<file path="src/rtl/mips_pipe_pkg.sv">
// Shared MIPS32 pipeline definitions: opcodes, instruction field positions,
// the NOP encoding and the IF/ID stall-controller state type.
package mips_pipe_pkg;

  localparam logic [5:0] OP_RTYPE = 6'h00;
  localparam logic [5:0] OP_BEQ   = 6'h04;
  localparam logic [5:0] OP_BNE   = 6'h05;
  localparam logic [5:0] OP_SW    = 6'h2B;
  localparam logic [5:0] OP_LW    = 6'h23;

  localparam logic [31:0] NOP_INSN = 32'h0000_0000;

  localparam int OP_MSB = 31;
  localparam int OP_LSB = 26;
  localparam int RS_MSB = 25;
  localparam int RS_LSB = 21;
  localparam int RT_MSB = 20;
  localparam int RT_LSB = 16;

  typedef enum logic {
    RUN   = 1'b0,
    STALL = 1'b1
  } ifid_state_t;

  // Opcodes that read rt as a source (R-type, branches compare rs/rt, sw stores rt).
  function automatic logic uses_rt(input logic [5:0] op);
    return (op == OP_RTYPE) || (op == OP_BEQ) || (op == OP_BNE) || (op == OP_SW);
  endfunction

endpackage

</file>
<file path="src/rtl/load_use_detect.sv">
// Load-use comparator: flags when the instruction in ID reads the register
// that a load currently in EX is about to write.
module load_use_detect
  import mips_pipe_pkg::*;
(
  input  logic [31:0] ir,
  input  logic        ir_valid,
  input  logic        ex_mem_read,
  input  logic [4:0]  ex_write_addr,
  output logic        hazard
);

  logic [5:0] op;
  logic [4:0] rs;
  logic [4:0] rt;

  assign op = ir[OP_MSB:OP_LSB];
  assign rs = ir[RS_MSB:RS_LSB];
  assign rt = ir[RT_MSB:RT_LSB];

  // $zero is never a real dependency, so a load targeting r0 is ignored.
  assign hazard = ir_valid && ex_mem_read && (ex_write_addr != 5'd0) &&
                  ((ex_write_addr == rs) || (uses_rt(op) && (ex_write_addr == rt)));

endmodule

</file>
<file path="src/rtl/ifid_hazard_stage.sv">
// IF/ID pipeline register with load-use stall FSM and branch flush.
// Optional stall/flush performance counters enabled by HAZARD_PERF_CNT_EN.
module ifid_hazard_stage
  import mips_pipe_pkg::*;
#(
  parameter int          LOAD_USE_STALLS = 1,
  parameter logic [31:0] NOP_WORD        = NOP_INSN
) (
  input  logic        clock,
  input  logic        reset,
  input  logic [31:0] iPC,
  input  logic [31:0] iIR,
  input  logic        ex_mem_read,
  input  logic [4:0]  ex_write_addr,
  input  logic        flush,
  output logic [31:0] oPC,
  output logic [31:0] oIR,
  output logic        ovalid,
  output logic        pc_write,
  output logic        hazard_detected
`ifdef HAZARD_PERF_CNT_EN
  ,
  output logic [31:0] stall_count,
  output logic [31:0] flush_count
`endif
);

  localparam logic [2:0] STALL_RELOAD = 3'(LOAD_USE_STALLS - 1);

  ifid_state_t state_q, state_d;
  logic [2:0]  stall_cnt_q, stall_cnt_d;
  logic [31:0] pc_q, pc_d;
  logic [31:0] ir_q, ir_d;
  logic        valid_q, valid_d;
  logic        hazard;

  load_use_detect u_detect (
    .ir            (ir_q),
    .ir_valid      (valid_q),
    .ex_mem_read   (ex_mem_read),
    .ex_write_addr (ex_write_addr),
    .hazard        (hazard)
  );

  always_comb begin
    state_d         = state_q;
    stall_cnt_d     = stall_cnt_q;
    pc_d            = pc_q;
    ir_d            = ir_q;
    valid_d         = valid_q;
    pc_write        = 1'b1;
    hazard_detected = 1'b0;
    if (flush) begin
      // A redirect discards whatever was stalled; the bubble sequence ends here.
      pc_d        = iPC;
      ir_d        = NOP_WORD;
      valid_d     = 1'b0;
      state_d     = RUN;
      stall_cnt_d = 3'd0;
    end else begin
      case (state_q)
        RUN: begin
          if (hazard) begin
            pc_write        = 1'b0;
            hazard_detected = 1'b1;
            if (LOAD_USE_STALLS > 1) begin
              state_d     = STALL;
              stall_cnt_d = STALL_RELOAD;
            end
          end else begin
            pc_d    = iPC;
            ir_d    = iIR;
            valid_d = 1'b1;
          end
        end
        STALL: begin
          pc_write        = 1'b0;
          hazard_detected = 1'b1;
          if (stall_cnt_q == 3'd1) begin
            state_d     = RUN;
            stall_cnt_d = 3'd0;
          end else begin
            stall_cnt_d = stall_cnt_q - 3'd1;
          end
        end
        default: state_d = RUN;
      endcase
    end
  end

  always_ff @(posedge clock or posedge reset) begin
    if (reset) begin
      state_q     <= RUN;
      stall_cnt_q <= 3'd0;
      pc_q        <= 32'd0;
      ir_q        <= NOP_WORD;
      valid_q     <= 1'b0;
    end else begin
      state_q     <= state_d;
      stall_cnt_q <= stall_cnt_d;
      pc_q        <= pc_d;
      ir_q        <= ir_d;
      valid_q     <= valid_d;
    end
  end

  assign oPC    = pc_q;
  assign oIR    = ir_q;
  assign ovalid = valid_q;

`ifdef HAZARD_PERF_CNT_EN
  logic [31:0] stall_count_q, stall_count_d;
  logic [31:0] flush_count_q, flush_count_d;

  always_comb begin
    stall_count_d = stall_count_q;
    flush_count_d = flush_count_q;
    if (hazard_detected && (stall_count_q != 32'hFFFF_FFFF)) stall_count_d = stall_count_q + 32'd1;
    if (flush && (flush_count_q != 32'hFFFF_FFFF)) flush_count_d = flush_count_q + 32'd1;
  end

  always_ff @(posedge clock or posedge reset) begin
    if (reset) begin
      stall_count_q <= 32'd0;
      flush_count_q <= 32'd0;
    end else begin
      stall_count_q <= stall_count_d;
      flush_count_q <= flush_count_d;
    end
  end

  assign stall_count = stall_count_q;
  assign flush_count = flush_count_q;
`endif

endmodule

</file>
<file path="config.mk">
export PLATFORM = sky130hd
export DESIGN_NAME = ifid_hazard_stage
export DESIGN_NICKNAME = d
export VERILOG_FILES = /design/src/rtl/mips_pipe_pkg.sv /design/src/rtl/load_use_detect.sv /design/src/rtl/ifid_hazard_stage.sv
export SDC_FILE = /design/constraint.sdc
export NUM_CORES = 1
export LEC_CHECK = 0
export CORE_MARGIN = 2
export CORE_UTILIZATION = 37
export CTS_CLUSTER_DIAMETER = 100
export CTS_CLUSTER_SIZE = 28
export DETAILED_ROUTE_END_ITERATION = 10
export PLACE_DENSITY = 0.77
export SKIP_LAST_GASP = 1
export SLEW_MARGIN = 5
export SYNTH_ARGS = -nofsm -noshare
export SYNTH_HDL_FRONTEND = slang
export SYNTH_SLANG_ARGS = --single-unit
</file>
<file path="constraint.sdc">
create_clock -name clock -period 2.6 [get_ports clock]
set_input_delay 0.52 -clock clock [delete_from_list [all_inputs] [get_ports clock]]
set_output_delay 0.52 -clock clock [all_outputs]
set_load 0.01 [all_outputs]
</file>
After elaboration in Yosys (flattened, before gate mapping) --
Index checks and enable logic that the tools add are counted.
Word-level totals: register bits 69, input port bits 73, output and inout port bits 67, logic and storage cells 48
Operators by class: add/subtract/negate cells 1, eq/ne operators 8, muxes and demuxes 21, bitwise gates (word level) 1, reductions and logical operators 12
Operators with widths (number):
- $mux 32 | 6
- $eq 6x3->1 const B | 2
- $eq 5x5->1 | 2
- $mux 1 | 10
- $mux 3 | 3
- $eq 6x6->1 const B | 1
- $logic_not 6->1 | 1
- $reduce_bool 5->1 | 1
- $logic_and 1x1->1 | 4
- $logic_or 1x1->1 | 4
- $ne 2x2->1 const B | 2
- $pmux 1 s2 | 2
- $eq 3x1->1 const B | 1
- $sub 3x1->3 const B | 1
- $reduce_and 2->1 | 1
- $reduce_bool 2->1 | 1
- $not 1->1 | 1

Depth between registers and ports, before layout --
depth after elaboration 10, depth in mapped cells 8, depth with buffers taken out 6

Cells and area by module --
From an unflattened synthesis, not the netlist that was laid out.
Second synthesis, totals: cells, all modules 259, area total of the unflattened synthesis 3213.1 um^2
By module, submodules not included:
- ifid_hazard_stage | instances 1, cells each 239, area an instance 3054.2 um^2
- load_use_detect | instances 1, cells each 20, area an instance 158.9 um^2

Worst setup path before layout --
OpenSTA, ideal clock, no wires.
path type input port to output port, from input ex_write_addr[1], to output pc_write, arrival 2.123 ns, required time 2.080 ns, slack -0.043 ns, stages on the path 7, buffers on the path 2, path through or4_1 > o2111ai_2 > a2111oi_2 > or3_1 > buf_6 > buf_2 > inv_1
Between the ends: longest elaborated chain between the ends 7, elaborated cells between the ends (all ways) 10, those cells by class 2 x eq/ne; 3 x mux; 5 x reduce/logical
RTL lines:
- start: declaration | line ifid_hazard_stage.sv:14 | input logic [4:0] ex_write_addr,
- $eq 5x5->1 | line load_use_detect.sv:23 | ((ex_write_addr == rs) || (uses_rt(op) && (ex_write_addr == rt)));
- $logic_and 1x1->1 | line load_use_detect.sv:23
- $logic_or 1x1->1 | line load_use_detect.sv:23
- $logic_and 1x1->1 * | line load_use_detect.sv:22 | assign hazard = ir_valid && ex_mem_read && (ex_write_addr != 5'd0) &&
- $mux 1 * | line ifid_hazard_stage.sv:63 | if (hazard) begin
- $pmux 1 s2 * | line ifid_hazard_stage.sv:61 | case (state_q)
- $mux 1 * | line ifid_hazard_stage.sv:53 | if (flush) begin
- end: declaration | line ifid_hazard_stage.sv:19 | output logic pc_write,
Mark *: on every way between the ends. The rest lies on a longest branch, timed or not.

Worst setup path after layout --
from input ex_write_addr[4], to output pc_write
The elaborated chain is that of the path after synthesis.

==> summary.md <==
| Metric | Value |
|---|---|
| Crit share post-route | `98.2%` |
| Critical Path Max Stage Delay | `0.54 ns` |
| WL met1 | `3.29 mm` |
| Min-Delay Path Class | `reg2reg` |
| Area grow syn2layout | `59.5%` |
| Synth warn | `0` |
| Synth top cells by count | `dfrtp_1, mux2_4, a22o_1` |
| Final hold slack | `0.504 ns` |
| Register area | `0.00173 sq mm` |
| # DRC | `0` |
| Hold path start | `oPC[18]` |
| CP Launch Type | `input pin` |
| PortBufs | `139` |
| Arrival @ worst endpoint | `2.03 ns` |
| Crit-path cells | `buf_2 > or4_4 > o2111ai_4 > a2111oi_4 > or3_4 > inv_2 > buf_6` |
| Fmax | `0.392 GHz` |
| Vias/cell | `4.93` |
| Area of the multi-input gates | `0.00121 sq mm` |
| Largest net degree at the start of global routing | `53` |
| Nets | `456` |
| CTS clk-pin slew, worst paths | `0.07 ns` |
| Total GRT Usage | `18.5%` |
| RSZ-0062 raised after global routing | `true` |
| Cts hold-fix bufs | `0` |
| Post-route ant nets | `0` |
| WL met2 | `4.02 mm` |
| Most used DFF post-synth | `dfrtp_1` |
| Grt total ovfl | `0` |
| CTS Root Cell | `clkbuf_8` |
| RePlAce Congestion | `0.822` |
| Max_slew headroom | `61.0%` |
| Clock Skew | `0.00674 ns` |
| Fin crit period | `2.55 ns` |
| Initial DRC Count | `82` |
| Initial Utilization | `38.5%` |
| Maximum vdd ir drop | `0.000319 V` |
| Critical path capture point | `pc_write` |
| Net Sw Frac | `23.5%` |
| WL met3 | `530 um` |
| Finished Core Util | `61.4%` |
| Number of global-route vias before repair | `2512` |
| Antenna violations before repair | `0` |
| Max Cap Viol | `0` |
| WL final | `7.92 mm` |
| FILL cells | `625` |
| Flops & latches, synth | `69` |
| R2R setup slack | `0.12 ns` |
| Worst hold path depth | `1` |
| Sw Pwr | `543 uW` |
| Post-synthesis sequential area ratio | `57.4%` |
| Slowest cell on the critical path | `or4_4` |
| Total core area | `0.00781 sq mm` |
| Via count | `2399` |
| Routed length per instance | `16.3 um` |
| Clock buffer depth | `2` |
| Leakage power | `0.00203 uW` |
| Sink Count | `69` |
| Top Layer Used | `met4` |
| Critical R2R Launch | `oIR[26]` |
| Status | `finished, final reports clean` |
| Top cell type's share of synthesized area | `57.4%` |
| Most common cell in the netlist | `dfrtp_1` |
| Finish-stage setup viols | `0` |
| Number of distinct library cells after synthesis | `32` |
| Die width | `94.1 um` |
| Pwr/cell area | `481 mW/mm^2` |
| TritonRoute pass-1 iters | `4` |
| Total Die Area | `0.00886 sq mm` |
| Sequential power share | `50.6%` |
| Crit Path Class | `in2out` |
| Critical path data required time | `2.08 ns` |
| Syn nets | `301` |
| Antenna cells | `0` |
| Row cnt | `32` |
| Top cells by area, synth | `dfrtp_1, mux2_4, a22o_1, o211ai_1, xnor2_1` |
| Worst reg-to-reg path cell count | `6` |
| Post-synth EDFFs | `0` |
| Clk Latency, worst-skew pair | `0.32 ns` |
| Ports | `140` |
| Leading area contributor after synthesis | `dfrtp_1` |
| Synthesized instance count | `226` |
| Tightest Pin Transition | `0.583 ns` |
| Setup crit start | `ex_write_addr[4]` |
| CTS buffer count | `9` |
| Critical R2R Capture | `oPC[17]` |
| Top fanout value on the critical path | `3` |
| CTS HTree Levels | `3` |
| Comb pwr share | `17.8%` |
| Critical Path End Type | `primary output` |
| First-pass GRT wire length | `12.6 mm` |
| Post-Syn Area per Cell | `13.3 sq um` |
| Die height | `94.1 um` |
| Mapped Area | `0.00301 sq mm` |
| Final Hold Fails | `0` |
| CTS tree | `built` |
| Final Max Slew Viols | `0` |
| P_int | `1760 uW` |
| HPWL after DPL | `5.82 mm` |
| Async SR Flop Fraction | `100%` |
| Share of cells above drive strength 1 | `20.5%` |
| Clock share of power | `31.5%` |
cell families (layout without fill, tap and decap cells):
group,count (synthesis),after routing,synth area share (%)
DFF,69,69,57.4
AOI/OAI and AO/OA,50,50,12.7
and+or+nand+nor,39,39,6.33
muxes,33,33,15.9
buffers and inverters,23,182,3.95
xor gates and xnor gates,10,10,2.91
adders and majority gates,2,2,0.832
area by class of cell:
cell class                      instances  area share [%]
Clock buffer                           13            3.10
Clock inverter                          2           0.209
Inverter                                9           0.704
Multi-Input combinational cell        134            25.2
Sequential cell                        69            36.0
Tap cell                              102            2.66
Timing Repair Buffer                  158            32.1
layout by cell type (no fill, tap or decap), types with 2 or more instances in the layout:
cell	count
a21oi_1	2
dfrtp_1	69
clkdlybuf4s50_1	132
mux2_2	5
nand2_1	14
nand4_1	2
nand3_1	9
clkinv_2	2
nor4_2	2
xnor2_1	8
ha_1	2
a22o_1	20
buf_6	2
o21ai_0	12
inv_2	2
clkbuf_8	11
clkinv_1	2
inv_1	5
mux2_4	28
o211ai_1	11
clkbuf_1	3
nor2_1	4
xor2_1	2
or4_4	2
buf_4	17
buf_2	3
worst min path at each step:
| stage | slack, ns | to |
|---|---|---|
| floorplan | 0.51 | stall_cnt_q[2] |
| global placement | 0.49 | oPC[15] |
| detailed placement | 0.49 | oPC[11] |
| CTS | 0.51 | oPC[16] |
| global route | 0.52 | oPC[11] |
| finish | 0.50 | oPC[18] |
per-layer routing:
layer  up-vias  global-route usage [%]
met5         -                       0
met4         0                    4.71
met3         7                    5.38
met2        93                    31.7
met1      1177                    22.8
li1       1122                       -
registers in the layout, summed over array words and instances (netlist names):
signal and count:
oIR 32, stall_cnt_q 3, state_q 1, oPC 32, ovalid 1
worst max-delay path: cells and delay by family:
kind,cells,cell delay [ns]
buf+inv,3,0.26
simple gates,2,0.95
compound gates,2,0.30
power by group through the flow:
stage          Combinational, uW  Sequential (uW)  Clock (uW)
6_report                     411             1170         728
3_5_place_dp                 412             1190           0
3_3_place_gp                 405             1180           0
2_1_floorplan                112             1210           0
5_1_grt                      441             1170         815
4_1_cts                      415             1170         759
per-stage QoR:
stage / setup TNS [ns] / instance area (sq um) / cells / total power [uW] / worst slack (ns)
floorplan: -0.000810 / 3010 / 226 / 1320 / -0.000810
global placement: -34.78 / 4600 / 472 / 1590 / -0.839
detailed placement: -36.57 / 4600 / 472 / 1600 / -0.848
CTS: 0 / 4790 / 487 / 2340 / 0.00285
global route: 0 / 4800 / 487 / 2430 / 0.00270
finish: 0 / 4800 / 487 / 2310 / 0.0466
repair_timing:
| item | CTS | global route |
|---|---|---|
| setup buffers | 0 | 0 |
| endpoints found under the setup margin | 54 | 34 |
| endpoints found under the hold margin | 0 | 0 |
| pin swaps | 4 | 3 |
| gates cloned | 0 | 0 |
| resized for setup | 31 | 2 |
No activity file was read; power rests on OpenSTA's default activity.
